### config.mk
export PLATFORM = sky130hd
export DESIGN_NAME = decode_stage
export DESIGN_NICKNAME = d
export VERILOG_FILES = /design/src/rtl/rv_pkg.sv /design/src/rtl/imm_gen.sv /design/src/rtl/decode_stage.sv
export SDC_FILE = /design/constraint.sdc
export NUM_CORES = 1
export LEC_CHECK = 0
export CAP_MARGIN = 20
export CELL_PAD_IN_SITES_DETAIL_PLACEMENT = 1
export CELL_PAD_IN_SITES_GLOBAL_PLACEMENT = 2
export CORE_UTILIZATION = 22
export DETAILED_ROUTE_END_ITERATION = 6
export GPL_ROUTABILITY_DRIVEN = 1
export HOLD_SLACK_MARGIN = 0.15
export PLACE_DENSITY_LB_ADDON = 0.25
export SLEW_MARGIN = 0
export SYNTH_ARGS = -nofsm -noshare
export SYNTH_HDL_FRONTEND = slang
export SYNTH_SLANG_ARGS = --single-unit
### constraint.sdc
create_clock -name clk -period 2.9 [get_ports clk]
set_input_delay 0.58 -clock clk [delete_from_list [all_inputs] [get_ports clk]]
set_output_delay 0.58 -clock clk [all_outputs]
set_load 0.02 [all_outputs]
### src/rtl/rv_pkg.sv
// Shared RV32I encodings for the decode slice: opcodes, funct7 values,
// out_flags bit positions and the opcode-to-immediate-format mapping.
package rv_pkg;

   localparam logic [6:0] OP_R      = 7'b0110011;
   localparam logic [6:0] OP_IMM    = 7'b0010011;
   localparam logic [6:0] OP_LOAD   = 7'b0000011;
   localparam logic [6:0] OP_STORE  = 7'b0100011;
   localparam logic [6:0] OP_BRANCH = 7'b1100011;
   localparam logic [6:0] OP_JAL    = 7'b1101111;
   localparam logic [6:0] OP_JALR   = 7'b1100111;
   localparam logic [6:0] OP_LUI    = 7'b0110111;
   localparam logic [6:0] OP_AUIPC  = 7'b0010111;

   localparam logic [6:0] F7_ZERO = 7'b0000000;
   localparam logic [6:0] F7_ALT  = 7'b0100000;

   localparam int unsigned FLAGS_W    = 9;
   localparam int unsigned FL_ALU     = 0;
   localparam int unsigned FL_LOAD    = 1;
   localparam int unsigned FL_STORE   = 2;
   localparam int unsigned FL_BRANCH  = 3;
   localparam int unsigned FL_JAL     = 4;
   localparam int unsigned FL_JALR    = 5;
   localparam int unsigned FL_LUI     = 6;
   localparam int unsigned FL_AUIPC   = 7;
   localparam int unsigned FL_ILLEGAL = 8;

   typedef enum logic [2:0] {
      FMT_NONE,
      FMT_I,
      FMT_S,
      FMT_B,
      FMT_U,
      FMT_J
   } fmt_e;

   // R-type and unknown opcodes both map to FMT_NONE (immediate of zero).
   function automatic fmt_e opcode_fmt(input logic [6:0] op);
      fmt_e f;
      case (op)
         OP_IMM, OP_LOAD, OP_JALR: f = FMT_I;
         OP_STORE:                 f = FMT_S;
         OP_BRANCH:                f = FMT_B;
         OP_LUI, OP_AUIPC:         f = FMT_U;
         OP_JAL:                   f = FMT_J;
         default:                  f = FMT_NONE;
      endcase
      return f;
   endfunction

endpackage

### src/rtl/imm_gen.sv
// Combinational RV32I immediate extractor, sign-extended (or truncated) to XLEN.
module imm_gen #(
   parameter int unsigned XLEN = 32
) (
   input  logic [31:0]     instr,
   output logic [XLEN-1:0] imm
);
   import rv_pkg::*;

   logic signed [31:0] imm32;

   always_comb begin
      imm32 = '0;
      case (opcode_fmt(instr[6:0]))
         FMT_I:   imm32 = {{20{instr[31]}}, instr[31:20]};
         FMT_S:   imm32 = {{20{instr[31]}}, instr[31:25], instr[11:7]};
         FMT_B:   imm32 = {{19{instr[31]}}, instr[31], instr[7], instr[30:25], instr[11:8], 1'b0};
         FMT_U:   imm32 = {instr[31:12], 12'b0};
         FMT_J:   imm32 = {{11{instr[31]}}, instr[31], instr[19:12], instr[20], instr[30:21], 1'b0};
         default: imm32 = '0;
      endcase
   end

   // Signed cast sign-extends when XLEN > 32.
   assign imm = XLEN'(imm32);

endmodule

### src/rtl/decode_stage.sv
// RV32I decode stage: decodes one instruction per cycle, reads operands with
// write-back bypass, and holds the result in a valid/ready output register.
module decode_stage #(
   parameter int unsigned XLEN             = 32,
   parameter int unsigned REG_AW           = 5,
   parameter bit          BYPASS_EN        = 1'b1,
   parameter bit          STALL_REFRESH_EN = 1'b1
) (
   input  logic              clk,
   input  logic              reset,
   input  logic              in_valid,
   output logic              in_ready,
   input  logic [31:0]       in_instr,
   input  logic [XLEN-1:0]   in_pc,
   input  logic              flush,
   output logic [REG_AW-1:0] rf_ra1,
   output logic [REG_AW-1:0] rf_ra2,
   input  logic [XLEN-1:0]   rf_rd1,
   input  logic [XLEN-1:0]   rf_rd2,
   input  logic              wb_we,
   input  logic [REG_AW-1:0] wb_addr,
   input  logic [XLEN-1:0]   wb_data,
   output logic              out_valid,
   input  logic              out_ready,
   output logic [XLEN-1:0]   out_pc,
   output logic [6:0]        out_opcode,
   output logic [REG_AW-1:0] out_rd,
   output logic [REG_AW-1:0] out_rs1_addr,
   output logic [REG_AW-1:0] out_rs2_addr,
   output logic [2:0]        out_funct3,
   output logic [6:0]        out_funct7,
   output logic [XLEN-1:0]   out_rs1_val,
   output logic [XLEN-1:0]   out_rs2_val,
   output logic [XLEN-1:0]   out_imm,
   output logic [8:0]        out_flags,
   output logic              out_alu_src_imm
);
   import rv_pkg::*;

   logic [6:0]         opcode;
   logic [2:0]         funct3;
   logic [6:0]         funct7;
   logic [REG_AW-1:0]  rd;
   logic [XLEN-1:0]    imm;
   logic [FLAGS_W-1:0] flags;
   logic               src_imm;
   logic               illegal;
   logic [XLEN-1:0]    rs1_val;
   logic [XLEN-1:0]    rs2_val;
   logic               accept;
   logic               refresh;

   assign opcode = in_instr[6:0];
   assign funct3 = in_instr[14:12];
   assign funct7 = in_instr[31:25];
   assign rd     = REG_AW'(in_instr[11:7]);
   assign rf_ra1 = REG_AW'(in_instr[19:15]);
   assign rf_ra2 = REG_AW'(in_instr[24:20]);

   assign in_ready = !out_valid || out_ready;
   assign accept   = in_valid && in_ready && !flush;
   assign refresh  = STALL_REFRESH_EN && out_valid && !out_ready && wb_we && (wb_addr != '0);

   imm_gen #(.XLEN(XLEN)) u_imm_gen (
      .instr (in_instr),
      .imm   (imm)
   );

   always_comb begin
      flags   = '0;
      src_imm = 1'b0;
      illegal = (in_instr[1:0] != 2'b11);
      case (opcode)
         OP_R: begin
            if (funct7 == F7_ZERO || (funct7 == F7_ALT && (funct3 == 3'b000 || funct3 == 3'b101)))
               flags[FL_ALU] = 1'b1;
            else
               illegal = 1'b1;
         end
         OP_IMM:    begin flags[FL_ALU]    = 1'b1; src_imm = 1'b1; end
         OP_LOAD:   begin flags[FL_LOAD]   = 1'b1; src_imm = 1'b1; end
         OP_STORE:  begin flags[FL_STORE]  = 1'b1; src_imm = 1'b1; end
         OP_BRANCH: flags[FL_BRANCH] = 1'b1;
         OP_JAL:    flags[FL_JAL]    = 1'b1;
         OP_JALR:   begin flags[FL_JALR]   = 1'b1; src_imm = 1'b1; end
         OP_LUI:    begin flags[FL_LUI]    = 1'b1; src_imm = 1'b1; end
         OP_AUIPC:  begin flags[FL_AUIPC]  = 1'b1; src_imm = 1'b1; end
         default:   illegal = 1'b1;
      endcase
      if (illegal) begin
         flags              = '0;
         src_imm            = 1'b0;
         flags[FL_ILLEGAL]  = 1'b1;
      end
   end

   always_comb begin
      rs1_val = rf_rd1;
      rs2_val = rf_rd2;
      if (rf_ra1 == '0)
         rs1_val = '0;
      else if (BYPASS_EN && wb_we && wb_addr == rf_ra1)
         rs1_val = wb_data;
      if (rf_ra2 == '0)
         rs2_val = '0;
      else if (BYPASS_EN && wb_we && wb_addr == rf_ra2)
         rs2_val = wb_data;
   end

   always_ff @(posedge clk) begin
      if (reset) begin
         out_valid       <= 1'b0;
         out_pc          <= '0;
         out_opcode      <= '0;
         out_rd          <= '0;
         out_rs1_addr    <= '0;
         out_rs2_addr    <= '0;
         out_funct3      <= '0;
         out_funct7      <= '0;
         out_rs1_val     <= '0;
         out_rs2_val     <= '0;
         out_imm         <= '0;
         out_flags       <= '0;
         out_alu_src_imm <= 1'b0;
      end else begin
         if (flush)
            out_valid <= 1'b0;
         else if (accept)
            out_valid <= 1'b1;
         else if (out_ready)
            out_valid <= 1'b0;

         if (accept) begin
            out_pc          <= in_pc;
            out_opcode      <= opcode;
            out_rd          <= rd;
            out_rs1_addr    <= rf_ra1;
            out_rs2_addr    <= rf_ra2;
            out_funct3      <= funct3;
            out_funct7      <= funct7;
            out_rs1_val     <= rs1_val;
            out_rs2_val     <= rs2_val;
            out_imm         <= imm;
            out_flags       <= flags;
            out_alu_src_imm <= src_imm;
         end else if (refresh) begin
            // A held entry must not go stale while execute stalls it.
            if (wb_addr == out_rs1_addr)
               out_rs1_val <= wb_data;
            if (wb_addr == out_rs2_addr)
               out_rs2_val <= wb_data;
         end
      end
   end

endmodule

**Yosys cells after proc, flatten, opt, wreduce, memory -nomap -nowiden**

Cells that the tools add are included.

- Output and inout port bits: 182
- Flip-flop bits (word level): 171
- Input bits: 171
- Word-level logic and storage cells: 92

- Reduce and logical (&&, ||, !) cells: 30
- Mux-type cells: 28
- Equality and inequality tests: 21

Operators with widths:

| operator | number |
|---|---|
| $mux W32 | 10 |
| $pmux W32 S5 | 1 |
| $eq A7 B6 Y1 const B | 4 |
| $eq A7 B7 Y1 const B | 3 |
| $eq A5 B5 Y1 | 4 |
| $pmux W3 S5 | 1 |
| $eq A7 B5 Y1 const B | 2 |
| $mux W1 | 13 |
| $logic_not A5 Y1 | 2 |
| $eq A3 B3 Y1 const B | 3 |
| $mux W9 | 1 |
| $logic_and A1 B1 Y1 | 8 |
| $reduce_bool A2 Y1 | 4 |
| $reduce_or A8 Y1 | 1 |
| $eq A7 B2 Y1 const B | 1 |
| $logic_not A7 Y1 | 1 |
| $eq A3 B2 Y1 const B | 2 |
| $reduce_or A6 Y1 | 1 |
| $reduce_bool A5 Y1 | 1 |
| $pmux W1 S2 | 2 |
| $reduce_and A2 Y1 | 2 |
| $reduce_or A2 Y1 | 2 |
| $eq A3 B1 Y1 const B | 1 |
| $logic_not A1 Y1 | 3 |
| other kinds (4) | 6 |

**Longest topological paths before layout**

- Depth in word-level cells: 7
- Gate-level depth with buffers: 7
- Mapped depth without buffers: 6

**Hierarchy**

From an unflattened synthesis, not the netlist that was laid out.

- Cells, all modules: 918
- Area, all modules: 7642.3 um2

By module, submodules not included:

| module | instances | cells an instance | seq. area each (um2) | area each (um2) |
|---|---|---|---|---|
| decode_stage | 1 | 842 | 3423.3 | 7151.9 |
| imm_gen | 1 | 76 | 0.0 | 490.5 |

**Worst setup path after synthesis**

No wires, ideal clock.

- Kind: input port to flip-flop
- From: input port wb_addr[2]
- To: register out_rs2_val[10]
- Path slack: 0.619 ns
- Setup time: 0.141 ns
- Required time: 2.759 ns
- Stages on the path: 7
- Arrival: 2.140 ns
- Buffers on the path: 2
- Cell sequence: buf_2 -> or4_1 -> o211a_4 -> a31oi_4 -> clkbuf_2 -> and2b_1 -> nor3_2

- Word-level cells in the longest chain between the ends: 5
- Elaborated cells on any way between the ends: 11
- Classes of those cells: eq/ne (2); mux (3); reduce/logical (6)

RTL lines:

| element | line | text |
|---|---|---|
| start, declared | decode_stage.sv:21 | `input logic [REG_AW-1:0] wb_addr,` |
| $eq A5 B5 Y1 | decode_stage.sv:106 | `else if (BYPASS_EN && wb_we && wb_addr == rf_ra2)` |
| $logic_and A1 B1 Y1 | decode_stage.sv:106 |  |
| $mux W32 | decode_stage.sv:106 |  |
| $mux W32 | decode_stage.sv:104 | `if (rf_ra2 == '0)` |
| $mux W32 | decode_stage.sv:133 | `if (accept) begin` |
| end signal, assigned | decode_stage.sv:142 | `out_rs2_val <= rs2_val;` |
| end signal, assigned | decode_stage.sv:151 | `out_rs2_val <= wb_data;` |
| end, declared | decode_stage.sv:33 | `output logic [XLEN-1:0] out_rs2_val,` |

Parallel ways exist; a longest one is shown, timed or not.
A chain may end at the register's enable or synchronous reset.

**Worst setup path in the final report**

- From: input port in_instr[18]
- To: output port rf_ra1[3]

RTL lines:

| element | line | text |
|---|---|---|
| start, declared | decode_stage.sv:13 | `input logic [31:0] in_instr,` |
| end, declared | decode_stage.sv:16 | `output logic [REG_AW-1:0] rf_ra1,` |

No word-level cell between the ends.

==> impl_results.md <==
- Status: completed
- Endpoint class of the critical path: output pin
- Syn Nets: 1027
- Layout net count: between 1000 and 1500
- TritonCTS Buffers: 17
- Site Rows: 66
- Post-route DRC violation count: 0
- Layout area overhead: 66.2%
- Worst slack, placed: 0.139 ns
- HP Class: flip-flop to flip-flop
- Final setup viols: 0
- Flops & latches, synth: about 170
- Slowest Stage Delay on Critical Path: 0.72 ns
- Slowest CP cell: clkdlybuf4s50_1
- Post-route design area: 12200 µm²
- Worst skew pair latency: 0.44 ns
- Switching share of total power: 0.274
- DPL Wire Length: roughly 24000 µm
- Worst Setup Start Kind: input pin
- GP Congestion: 0.779
- CTS Hold Bufs: 0
- Non-filler instance count after layout: 1647
- Cell taking the most area after synthesis: dfxtp_1
- Tightest Pin Transition: 1.04 ns
- Mean Syn Cell Area: between 8 and 9 µm²
- Post-Place Cells: 1613
- Max VDD drop: 0.383 mV
- Setup_tns: 0 ns
- Power share of the combinational group: 0.194
- Multi-input gate area: 3510 µm²
- Largest cells by area after synthesis: dfxtp_1 47%, nand2_1 8.6%, a221oi_1 7.6%
- Post-synth top area share: 0.467
- Clock share of power: 0.400
- Die footprint: ~34000 µm²
- Slew margin rel.: 0.307
- Final WS setup: 0.349 ns
- Vias in the first global route: 7729
- Routed len/inst: 19.8 µm
- Fin crit share: 0.880
- First-pass GRT wire length: approximately 48000 µm
- Synth warn: 0
- Post-CTS Setup Bufs: 0
- Crit path max-delay family: buffers and inverters
- Clk slew on worst S/H paths: 0.06 ns
- P_int: 4.50 mW
- IO Port Bufs: 352
- Layout fillers: 3804
- Most common cell in the netlist: dfxtp_1
- Cell with the most instances on the worst path: clkdlybuf4s50_1
- Share of post-route cells with drive strength above 1: 0.101
- Seq pwr share: 0.405
- Initial antenna violation count: 1
- Via Count: 7590
- Buf+Inv Stages, Crit Path: 2
- DP Area: ~12000 µm²
- Largest net degree at the start of global routing: 56
- # IOs: approximately 350
- Met1 wire length: 13800 µm
- Core ar.: approximately 33000 µm²
- Minimum clock period: between 2 and 3 ns
- Number of antenna-violating nets in the routed design: 0
- Die H: 185 µm
- Net Sw Power: 1.70 mW
- CTS tree: built
- Final hold viol count: 0
- Critical path arrival: between 1.5 and 2 ns
- 1st-iter DRT viols: 296
- Static leakage: around 4.3 nW
- # clock sinks: 171
- Detailed Route WL: roughly 33000 µm
- Crit Path Max Fanout: 5
- Pwr Density: 508 nW/µm²
- Synth cell types: 52
- Length of routed met3 wiring: roughly 2400 µm
- Number of max-cap violations: 0
- Total grt overflow: 0
- Req. time, crit path: 2.32 ns
- Fmax: 0.392 GHz
- CP Cell Sequence: clkdlybuf4s50_1, clkdlybuf4s50_1
- Post-synth EDFFs: 0
- Total GRT Usage: 0.190
- Sequential area share after synthesis: 0.467
- 1st-pass router iterations: 4
- Highest Signal Layer: met4
- Metal2 WL: 15800 µm
- Slew Limit Fails: 0
- Top cells by count, synth: 171 x dfxtp_1, 169 x nand2_1, 101 x a21oi_1
- Ys flop type: dfxtp_1
- Starting Density: 0.224
- CTS root buf: clkbuf_16
- Post-CTS Resized: 0
- Clock skew: 0.0110 ns
- RSZ-0062 raised after global routing: false
- FF/Latch Area: 3420 µm²
- CTS HTree Levels: 4
- Post-Syn Area: 7340 µm²
- Fraction of registers with async set/reset: 0
- Die Span X: 185 µm
- Max clock buf depth: 2
- Critical path type: input pin to output pin
- Post-Syn Instances: 856
- Via-per-instance ratio: between 4 and 5
## worst paths after layout
path,start,end,slack [ns],depth (start not counted)
worst max-delay path,in_instr[18],rf_ra1[3],0.35,2
worst min-delay path,out_pc[6],out_pc[6],0.46,2
worst max register to register,out_valid,out_rs1_val[14],0.86,8
worst min register to register,out_pc[6],out_pc[6],0.46,2
## per-layer routing
layer  vias up  track usage
met2       224        0.317
met4         0       0.0560
met1      3672        0.231
met5         -            0
li1       3669            -
met3        25       0.0634
## sequential cells by signal, summed over array words and instances, names as in the netlist
signal,flops
out_imm,32
out_pc,32
out_rs1_val,32
out_rs2_val,32
out_flags,9
out_funct7,7
out_opcode,7
out_rd,5
out_rs1_addr,5
out_rs2_addr,5
out_funct3,3
out_alu_src_imm,1
out_valid,1
## worst register-to-register path, stage by stage, from the launching register on
cell and delay, ns:
dfxtp_1 0.31, nor2b_1 0.14, nor3b_2 0.43, buf_12 0.19
buf_12 0.12, o31ai_4 0.07, buf_12 0.18, a221oi_1 0.38
nor3_1 0.09
## cell usage in the layout, fill, tap and decap left out, types with 3 or more instances in the layout
cell type	n
a221oi_1	64
nor3_2	32
a221o_1	4
clkbuf_16	17
a22o_1	5
xor2_1	10
buf_4	33
nor2b_1	15
clkbuf_8	4
nand3_1	8
bufinv_16	3
diode_2	3
and2_1	4
buf_12	14
inv_1	7
nor2_1	45
and2b_1	20
o21ai_0	24
clkdlybuf4s50_1	351
nor3_1	40
a21oi_1	101
nand4_1	3
xnor2_1	11
nand2_1	169
dfxtp_1	171
## power by group through the flow
| stage | clock network [mW] | registers, mW | logic (mW) |
|---|---|---|---|
| after CTS | 2.57 | 2.51 | 1.22 |
| after detailed placement | 0 | 2.57 | 1.22 |
| after global routing | 2.65 | 2.52 | 1.29 |
| after floorplan | 0 | 2.69 | 0.396 |
| after global placement | 0 | 2.56 | 1.21 |
| final | 2.48 | 2.51 | 1.20 |
## area by class of cell
| class | instances | area share |
|---|---|---|
| repair buffers | 399 | 0.332 |
| multi-input cells | 594 | 0.288 |
| flip-flops and latches | 171 | 0.281 |
| well taps | 442 | 0.0454 |
| clock buffers | 22 | 0.0397 |
| clock inverters | 9 | 0.0112 |
| inverters | 7 | 0.00215 |
| diodes | 3 | 0.000616 |
## metrics by stage
step / hold WS [ns] / power (mW) / utilization
final: 0.455 / 6.19 / 0.373
after global routing: 0.469 / 6.47 / 0.373
after CTS: 0.457 / 6.31 / 0.373
after detailed placement: 0.449 / 3.78 / 0.354
after global placement: 0.437 / 3.77 / 0.354
after floorplan: 0.530 / 3.09 / -
## logic make-up after synthesis
group | share of synthesized area
flip-flops | 0.467
AO/OA/AOI/OAI | 0.201
AND/OR/NAND/NOR | 0.246
buffers and inverters | 0.0605
XOR/XNOR | 0.0251
Note: power is estimated with default switching activity, not from simulation.
